===== config.mk =====
export PLATFORM = sky130hd
export DESIGN_NAME = prefix_sum_pipe_16b
export DESIGN_NICKNAME = d
export VERILOG_FILES = /design/src/rtl/prefix_sum_pipe_16b.sv
export SDC_FILE = /design/constraint.sdc
export NUM_CORES = 1
export LEC_CHECK = 0
export CAP_MARGIN = 10
export CORE_MARGIN = 3
export CORE_UTILIZATION = 30
export CTS_BUF_LIST = sky130_fd_sc_hd__clkbuf_4 sky130_fd_sc_hd__clkbuf_8
export CTS_CLUSTER_SIZE = 30
export DETAILED_ROUTE_END_ITERATION = 6
export GPL_TIMING_DRIVEN = 0
export PLACE_DENSITY = 0.52
export SLEW_MARGIN = 20
export SYNTH_ARGS = -nofsm -noshare
export SYNTH_HDL_FRONTEND = slang
export SYNTH_SLANG_ARGS = --single-unit

===== constraint.sdc =====
create_clock -name clk_i -period 1.6 [get_ports clk_i]
set_input_delay 0.4 -clock clk_i [delete_from_list [all_inputs] [get_ports clk_i]]
set_output_delay 0.4 -clock clk_i [all_outputs]
set_load 0.01 [all_outputs]

===== src/rtl/prefix_sum_pipe_16b.sv =====
// Three-stage Kogge-Stone carry network and sum post-processing for a 16-bit
// parallel-prefix adder, with a valid/ready pipeline and synchronous flush.
module prefix_sum_pipe_16b (
  input  logic        clk_i,
  input  logic        rst_ni,
  input  logic        flush_i,
  input  logic        valid_i,
  output logic        ready_o,
  input  logic [16:0] prop_i,
  input  logic [16:0] gen_i,
  output logic        valid_o,
  input  logic        ready_i,
  output logic [15:0] sum_o,
  output logic        carry_o
);

  typedef struct packed {
    logic [16:0] g;
    logic [16:0] p;
  } gp_t;

  function automatic gp_t kogge_level(input gp_t x, input int d);
    gp_t y;
    y = x;
    for (int i = 16; i >= d; i--) begin
      y.g[i] = x.g[i] | (x.p[i] & x.g[i-d]);
      y.p[i] = x.p[i] & x.p[i-d];
    end
    return y;
  endfunction

  logic        v1, v2, v3;
  logic        adv1, adv2, adv3;
  gp_t         s1_gp, s2_gp;
  logic [15:0] s1_raw, s2_raw;
  gp_t         in_gp, l1_gp, l2_gp, l3_gp;
  logic        unused_bits;

  // Position 0 carries only the carry-in, so its propagate is forced to 0.
  assign in_gp = {gen_i, prop_i[16:1], 1'b0};
  assign l1_gp = kogge_level(kogge_level(in_gp, 1), 2);
  assign l2_gp = kogge_level(kogge_level(s1_gp, 4), 8);
  assign l3_gp = kogge_level(s2_gp, 16);

  assign unused_bits = ^{prop_i[0], l3_gp.p};

  assign adv3    = !v3 || ready_i;
  assign adv2    = !v2 || adv3;
  assign adv1    = !v1 || adv2;
  assign ready_o = adv1;
  assign valid_o = v3;

  // Flush only kills the valid bits; data registers may load harmlessly.
  always_ff @(posedge clk_i or negedge rst_ni) begin
    if (!rst_ni) begin
      v1      <= 1'b0;
      v2      <= 1'b0;
      v3      <= 1'b0;
      s1_gp   <= '0;
      s1_raw  <= '0;
      s2_gp   <= '0;
      s2_raw  <= '0;
      sum_o   <= '0;
      carry_o <= 1'b0;
    end else begin
      if (flush_i) begin
        v1 <= 1'b0;
        v2 <= 1'b0;
        v3 <= 1'b0;
      end else begin
        if (adv1) v1 <= valid_i;
        if (adv2) v2 <= v1;
        if (adv3) v3 <= v2;
      end
      if (adv1 && valid_i) begin
        s1_gp  <= l1_gp;
        s1_raw <= prop_i[16:1];
      end
      if (adv2 && v1) begin
        s2_gp  <= l2_gp;
        s2_raw <= s1_raw;
      end
      if (adv3 && v2) begin
        sum_o   <= s2_raw ^ l3_gp.g[15:0];
        carry_o <= l3_gp.g[16];
      end
    end
  end

endmodule


# Word-level counts from Yosys, hierarchy flattened
# Cells that the tools add are included.
[word_totals]
ff_bits = 100
input_bits = 39
[classes]
n_mux = 6
bitwise_logic = 147
n_reduce_logical = 12
[ops]
columns = ["cell", "n"]
rows = [
  ["$and A1 B1 Y1", 92],
  ["$or A1 B1 Y1", 54],
  ["$xor A16 B16 Y16", 1],
  ["$mux W1", 6],
  ["$reduce_bool A2 Y1", 3],
  ["$logic_and A1 B1 Y1", 3],
  ["$logic_not A1 Y1", 3],
  ["$logic_or A1 B1 Y1", 3],
]

# Longest topological paths before layout
# Gate-level depths: netlist (run 1).
[logic_depth]
ltp_word = 6
ltp_mapped = 5
ltp_nobuf = 3

# Worst setup path after synthesis (run 1)
# Ideal clock, no wire load.
[synth_timing]
path_kind = "input to register"
start = "input ready_i"
end = "register s1_gp[10] (netlist name)"
setup_time_ns = 0.125
t_arrival_ns = 1.407
t_required_ns = 1.475
setup_slack_ns = 0.068
stages = 4
path_buffers = 1
cell_sequence = "nand4b_2 -> nand2_2 -> buf_6 -> mux2_2"
[synth_via]
elab_chain_cells = 4
[synth_lines]
columns = ["element", "line_no", "source"]
rows = [
  ["start, declared", "12", "input logic ready_i,"],
  ["$logic_or A1 B1 Y1", "47", "assign adv3 = !v3 || ready_i;"],
  ["$logic_or A1 B1 Y1", "48", "assign adv2 = !v2 || adv3;"],
  ["$logic_or A1 B1 Y1", "49", "assign adv1 = !v1 || adv2;"],
  ["$logic_and A1 B1 Y1", "75", "if (adv1 && valid_i) begin"],
  ["end signal, assigned", "76", "s1_gp <= l1_gp;"],
  ["end, declared", "34", "gp_t s1_gp, s2_gp;"],
]
# No other way between the ends.
# A chain may end at the register's enable or synchronous reset.

# Final worst setup path (run 1)
[layout_timing]
start = "register v3, in the netlist valid_o"
end = "output ready_o"
[layout_via]
elab_chain_cells = 4
[layout_lines]
columns = ["element", "line_no", "source"]
rows = [
  ["start, declared", "32", "logic v1, v2, v3;"],
  ["start signal, assigned", "73", "if (adv3) v3 <= v2;"],
  ["$logic_not A1 Y1", "47", ""],
  ["$logic_or A1 B1 Y1", "47", ""],
  ["$logic_or A1 B1 Y1", "48", ""],
  ["$logic_or A1 B1 Y1", "49", ""],
  ["end, declared", "8", "output logic ready_o,"],
]
# No other way between the ends.

==> metrics, run 1 <==
TritonCTS clock tree=done; Clock Power Share=0.267; Pint=4.72 mW; vias per cell=4.74; Final WS setup=0.0695 ns; clk_skew=~0.0065 ns; number of global-route vias before repair=3065; Num CTS Buffers=9; highest-count cells in the layout ignoring fill and taps=dfrtp_1, mux2_2, a21oi_1; post-synthesis sequential area ratio=0.568; Net count, final=446; # fillers=1347; placer congestion estimate=0.767; largest net degree at the start of global routing=60; pre-CTS setup slack=-0.677 ns; final WL=10.5 mm; switch share=0.266; via count=between 2000 and 3000; post-synthesis cell count=335; startpoint types=register; Core Area=14100 µm²; clock sinks=100; Worst-path clk slew=0.09 ns; endpoints failing hold=0; synth warn=0; R2R Path End=s2_raw[14]; Longest Clk Path Bufs=2; Synth top area share=0.568; Highest Clock Rate=653 MHz; commonest non-fill, non-tap cell in the layout=dfrtp_1; Sw Pwr=around 1.7 mW; Reg-to-Reg Start=valid_o; Worst Hold Class=register to register; multi-input logic area=1800 µm²; WP data arrival=1.13 ns; Antenna diodes=0; sequential share of power=0.512; largest cells by area after synthesis=dfrtp_1, mux2_2, mux2_4, a21oi_1, xor2_1; post-synthesis register bit count=100; Die Wd=127 µm; synthesized net count=374; port buffer count=56; final antenna-violating net count=0; final setup violation count=0; chip height=127 µm; Post-DP HPWL=7.72 mm; H-tree depth=3; R2R setup slack=0.10 ns; mean area per synthesized cell=13.2 µm²; root buffer cell=clkbuf_8; status=complete, no violations; share of layout cells above drive strength 1=0.277; row cnt=between 40 and 50; worst r2r path cells=6; Combinational Power Share=0.221; DP Area=about 5200 µm²; final instance area=5500 µm²; pwr dens=about 1200 nW/µm²; initial antenna violation count=0; grt ovf=0; Worst Setup SP=valid_o; Unique masters post-synth=27; final non-filler cell total=592; Die ar.=16200 µm²; Setup CP Type=register to primary output; final core occ=0.388; DRC viols=0; Yosys top cell by area=dfrtp_1; RSZ-0062 raised after global routing=false; total negative setup slack=0 ns; fin crit period=1.53 ns; Area growth syn-to-layout=24.7%; type of destination of the critical path=primary output; Initial Utilization=0.312; Pins Over Slew Limit=0; Pleak=2.36 nW; first-pass GRT wire length=16.9 mm; register area=~2500 µm²; worst skew pair latency=0.36 ns; Worst Path Max Fanout=3; initial drt markers=179; Syn Std Cell Area=around 4400 µm²; Total Routing Usage GR=0.136; Worst Tran Pin Value=0.635 ns; required time of the critical path=between 1 and 1.5 ns; Placed Instances=roughly 570; drt pass-1 iters=4; max-cap viol count=0; Top Ports=58; Critical Path End=ready_o; DR WL/cell=17.8 µm; peak supply drop=0.362 mV; Rel. slew slack=0.577; Final period util=0.957
[worst min path at each step]
stage / start / end / slack, ns / depth (start not counted)
after floorplan: rst_ni / carry_o / 0.10 / 0
after global placement: s1_raw[4] / s1_raw[4] / 0.47 / 1
after detailed placement: rst_ni / sum_o[9] / 0.35 / 1
after CTS: s1_raw[4] / s1_raw[4] / 0.51 / 1
after global routing: sum_o[5] / sum_o[5] / 0.52 / 1
final: sum_o[10] / sum_o[10] / 0.50 / 1
[cells in the mapped netlist]
cell,number
mux2_2,58
inv_1,8
and2_1,1
nand2_1,15
nand4b_2,1
nand3b_1,1
nand2_2,1
buf_6,6
a21o_1,3
a31oi_1,3
o21ai_0,15
o21a_1,4
buf_2,2
nand2b_1,2
xor2_1,16
mux2i_1,3
a21oi_1,47
a211oi_1,1
mux2_4,20
buf_4,1
clkbuf_1,2
o21bai_1,2
mux2_1,5
nand4_1,3
nor2_1,11
a211o_1,4
dfrtp_1,100
[state kept, by name, summed over array words and instances (netlist names)]
| signal | flops |
|---|---|
| carry_o | 1 |
| l2_gp | 4 |
| l3_gp | 16 |
| s1_gp | 26 |
| s1_raw | 16 |
| s2_gp | 2 |
| s2_raw | 16 |
| sum_o | 16 |
| v1 | 1 |
| v2 | 1 |
| valid_o | 1 |
[per-layer routing]
metal	GRT usage	share of wire
met1	0.178	0.45
met2	0.229	0.51
met3	0.0192	0.029
met4	0.0562	0.019
met5	0	0
[through the flow]
| step | hold slack (ns) | power, mW |
|---|---|---|
| after floorplan | 0.104 | 4.12 |
| after global placement | 0.468 | 4.91 |
| after detailed placement | 0.349 | 4.95 |
| after CTS | 0.507 | 6.53 |
| after global routing | 0.517 | 6.80 |
| final | 0.502 | 6.43 |
[power by group through the flow]
stage,registers [mW],logic (mW),clock network (mW)
2_1_floorplan,3.39,0.724,0
3_3_place_gp,3.35,1.56,0
3_5_place_dp,3.36,1.58,0
4_1_cts,3.30,1.45,1.78
5_1_grt,3.37,1.55,1.88
6_report,3.29,1.42,1.72
[worst max-delay path: stages (launching register included)]
cell	delay, ns
dfrtp_1	0.37
buf_6	0.12
nand4b_4	0.13
buf_6	0.15
[logic make-up after synthesis]
group           after synthesis  synth area share
simple gates                 35            0.0372
buf+inv                      19            0.0278
flops                       100             0.568
compound gates               79            0.0996
xor+xnor                     16            0.0318
mux                          86             0.236
[timing repair]
action,CTS,global route
setup buffers,2,1
resized for setup,32,6
setup endpoints to repair,77,18
pin swaps,0,0
endpoints found under the hold margin,41,0
hold buffers,1,0
[layout make-up]
cell class	instances	area share
Clock buffer	15	0.0330
Buffer	11	0.0214
Multi-Input combinational cell	216	0.328
Sequential cell	100	0.456
Timing Repair Buffer	61	0.110
Inverter	8	0.00546
Tap cell	180	0.0410
Clock inverter	1	0.00546
Note: power is estimated with default switching activity, not from simulation.
==> run 2: changes to the inputs <==
Settings changed: CAP_MARGIN 10 to unset.
==> results of run 2 <==
Same layout as run 1: the final DEF is identical, and so are final timing and power.
==> run 3: changes to the inputs <==
Settings changed: CORE_UTILIZATION 30 to 25, PLACE_DENSITY 0.52 to 0.47, SETUP_SLACK_MARGIN set to 0.1.
Clock period 1.6 ns to 1.4 ns, I/O delays scaled along.
==> metrics, run 3 (synthesized netlist as in run 1, its figures left out) <==
Num CTS Buffers=9; DRC viols=0; total power=7.89 mW; required time of the critical path=1.66 ns; row cnt=between 40 and 50; highest-count cells in the layout ignoring fill and taps=dfrtp_1, mux2_4, a21oi_1; Area growth syn-to-layout=37.0%; Final WS setup=-0.0543 ns; pwr dens=about 1300 nW/µm²; Worst-path clk slew=0.09 ns; WP data arrival=approximately 1.7 ns; Worst Hold Class=primary input to register; largest net degree at the start of global routing=52; initial antenna violation count=0; share of layout cells above drive strength 1=0.377; Top Ports=between 50 and 60; pre-CTS setup slack=-0.633 ns; Post-DP HPWL=8.04 mm; port buffer count=56; Largest register FFs=26; Die ar.=19300 µm²; Total Routing Usage GR=0.122; Longest Clk Path Bufs=2; root buffer cell=clkbuf_8; grt ovf=0; Biggest register=s1_gp; initial drt markers=218; Highest Clock Rate=approximately 690 MHz; final hold slack=0.462 ns; final WL=approximately 12 mm; Worst Path Max Fanout=6; final antenna-violating net count=0; Initial Utilization=0.260; clk_skew=0.0122 ns; Placed Instances=612; Pins Over Slew Limit=0; total negative setup slack=-1.95 ns; number of global-route vias before repair=3054; Die Wd=~140 µm; TritonCTS clock tree=done; Worst Tran Pin Value=approximately 0.5 ns; max-cap viol count=0; Antenna diodes=0; via count=2940; Pleak=2.70 nW; status=complete, but fails checks; peak supply drop=between 0.4 and 0.5 mV; chip height=approximately 140 µm; placer congestion estimate=0.775; failing checks=negative setup slack; vias per cell=~4.5; clock sinks=100; Setup CP Type=register to register; RSZ-0062 raised after global routing=true; commonest non-fill, non-tap cell in the layout=dfrtp_1; type of destination of the critical path=register; drt pass-1 iters=4; fin crit period=1.45 ns; Final period util=1.04; Net count, final=469; final setup violation count=between 60 and 70; endpoints failing hold=0; final non-filler cell total=655; DR WL/cell=18.2 µm; startpoint types=register; first-pass GRT wire length=18.0 mm; worst skew pair latency=roughly 0.37 ns; H-tree depth=3; Core Area=roughly 17000 µm²; Rel. slew slack=0.668
## run 3: cell count changes in the layout (fill, tap and decap cells not counted), moves of 3 or more
cell           previous run  this run
buf_12                    2         9
buf_2                     1        18
buf_4                     3        15
buf_6                     8         5
clkbuf_16                 0         5
dlygate4sd2_1            19         1
mux2_1                    5         0
mux2_2                   58        25
mux2_4                   20        58
## run 3: per-stage QoR
step / instance area (µm²) / util
after floorplan: 4580 / -
after global placement: 5420 / 0.320
after detailed placement: 5450 / 0.322
after CTS: 5760 / 0.340
after global routing: 6040 / 0.357
final: 6040 / 0.357
## run 3: metal layers
metal | track usage | routed length (µm) | part of all wire
met1 | 0.174 | 5860 | 0.49
met2 | 0.185 | 5470 | 0.46
met3 | 0.0207 | 425 | 0.036
met4 | 0.0463 | 172 | 0.014
met5 | 0 | 0 | 0
## run 3: layout make-up
cell class	count	area, µm²
buffer	11	185
clock buffer	11	139
clock inverter	5	100
fill	1680	10900
inverter	8	30.0
multi-input combinational	217	1990
sequential	100	2500
tap	220	275
timing repair buffer	83	818
## run 3: what timing repair did
action                                  4_1_cts  5_1_grt
cloned                                        0        6
setup buffers                                13        7
endpoints found under the hold margin        49        0
hold buffers                                  1        0
pin swaps                                     0        1
endpoints found under the setup margin      115       97
gates resized for setup                      90       22
## run 3: final timing paths
check | from | endpoint | slack [ns] | cells after the start
min reg2reg | sum_o[2] | sum_o[2] | 0.50 | 1
max reg2reg | v2 | s1_gp[21] | -0.05 | 5
max in group asynchronous | rst_ni | s1_gp[23] | 0.29 | 3
max | v2 | s1_gp[21] | -0.05 | 5
min in group asynchronous | rst_ni | sum_o[15] | 0.48 | 2
min | valid_i | v1 | 0.46 | 3
## run 3: where the power goes
| group | switching [mW] | leakage (nW) | internal, mW |
|---|---|---|---|
| clock | 0.997 | 0.124 | 1.22 |
| sequential | 0.353 | 1.17 | 3.43 |
| combinational | 0.750 | 1.41 | 1.13 |
| total | 2.10 | 2.70 | 5.79 |
## run 3: critical path: stages (launching register included)
cell	delay, ns
dfrtp_2	0.45
nand4b_4	0.12
buf_6	0.16
nand2_8	0.11
clkbuf_16	0.21
mux2_4	0.29
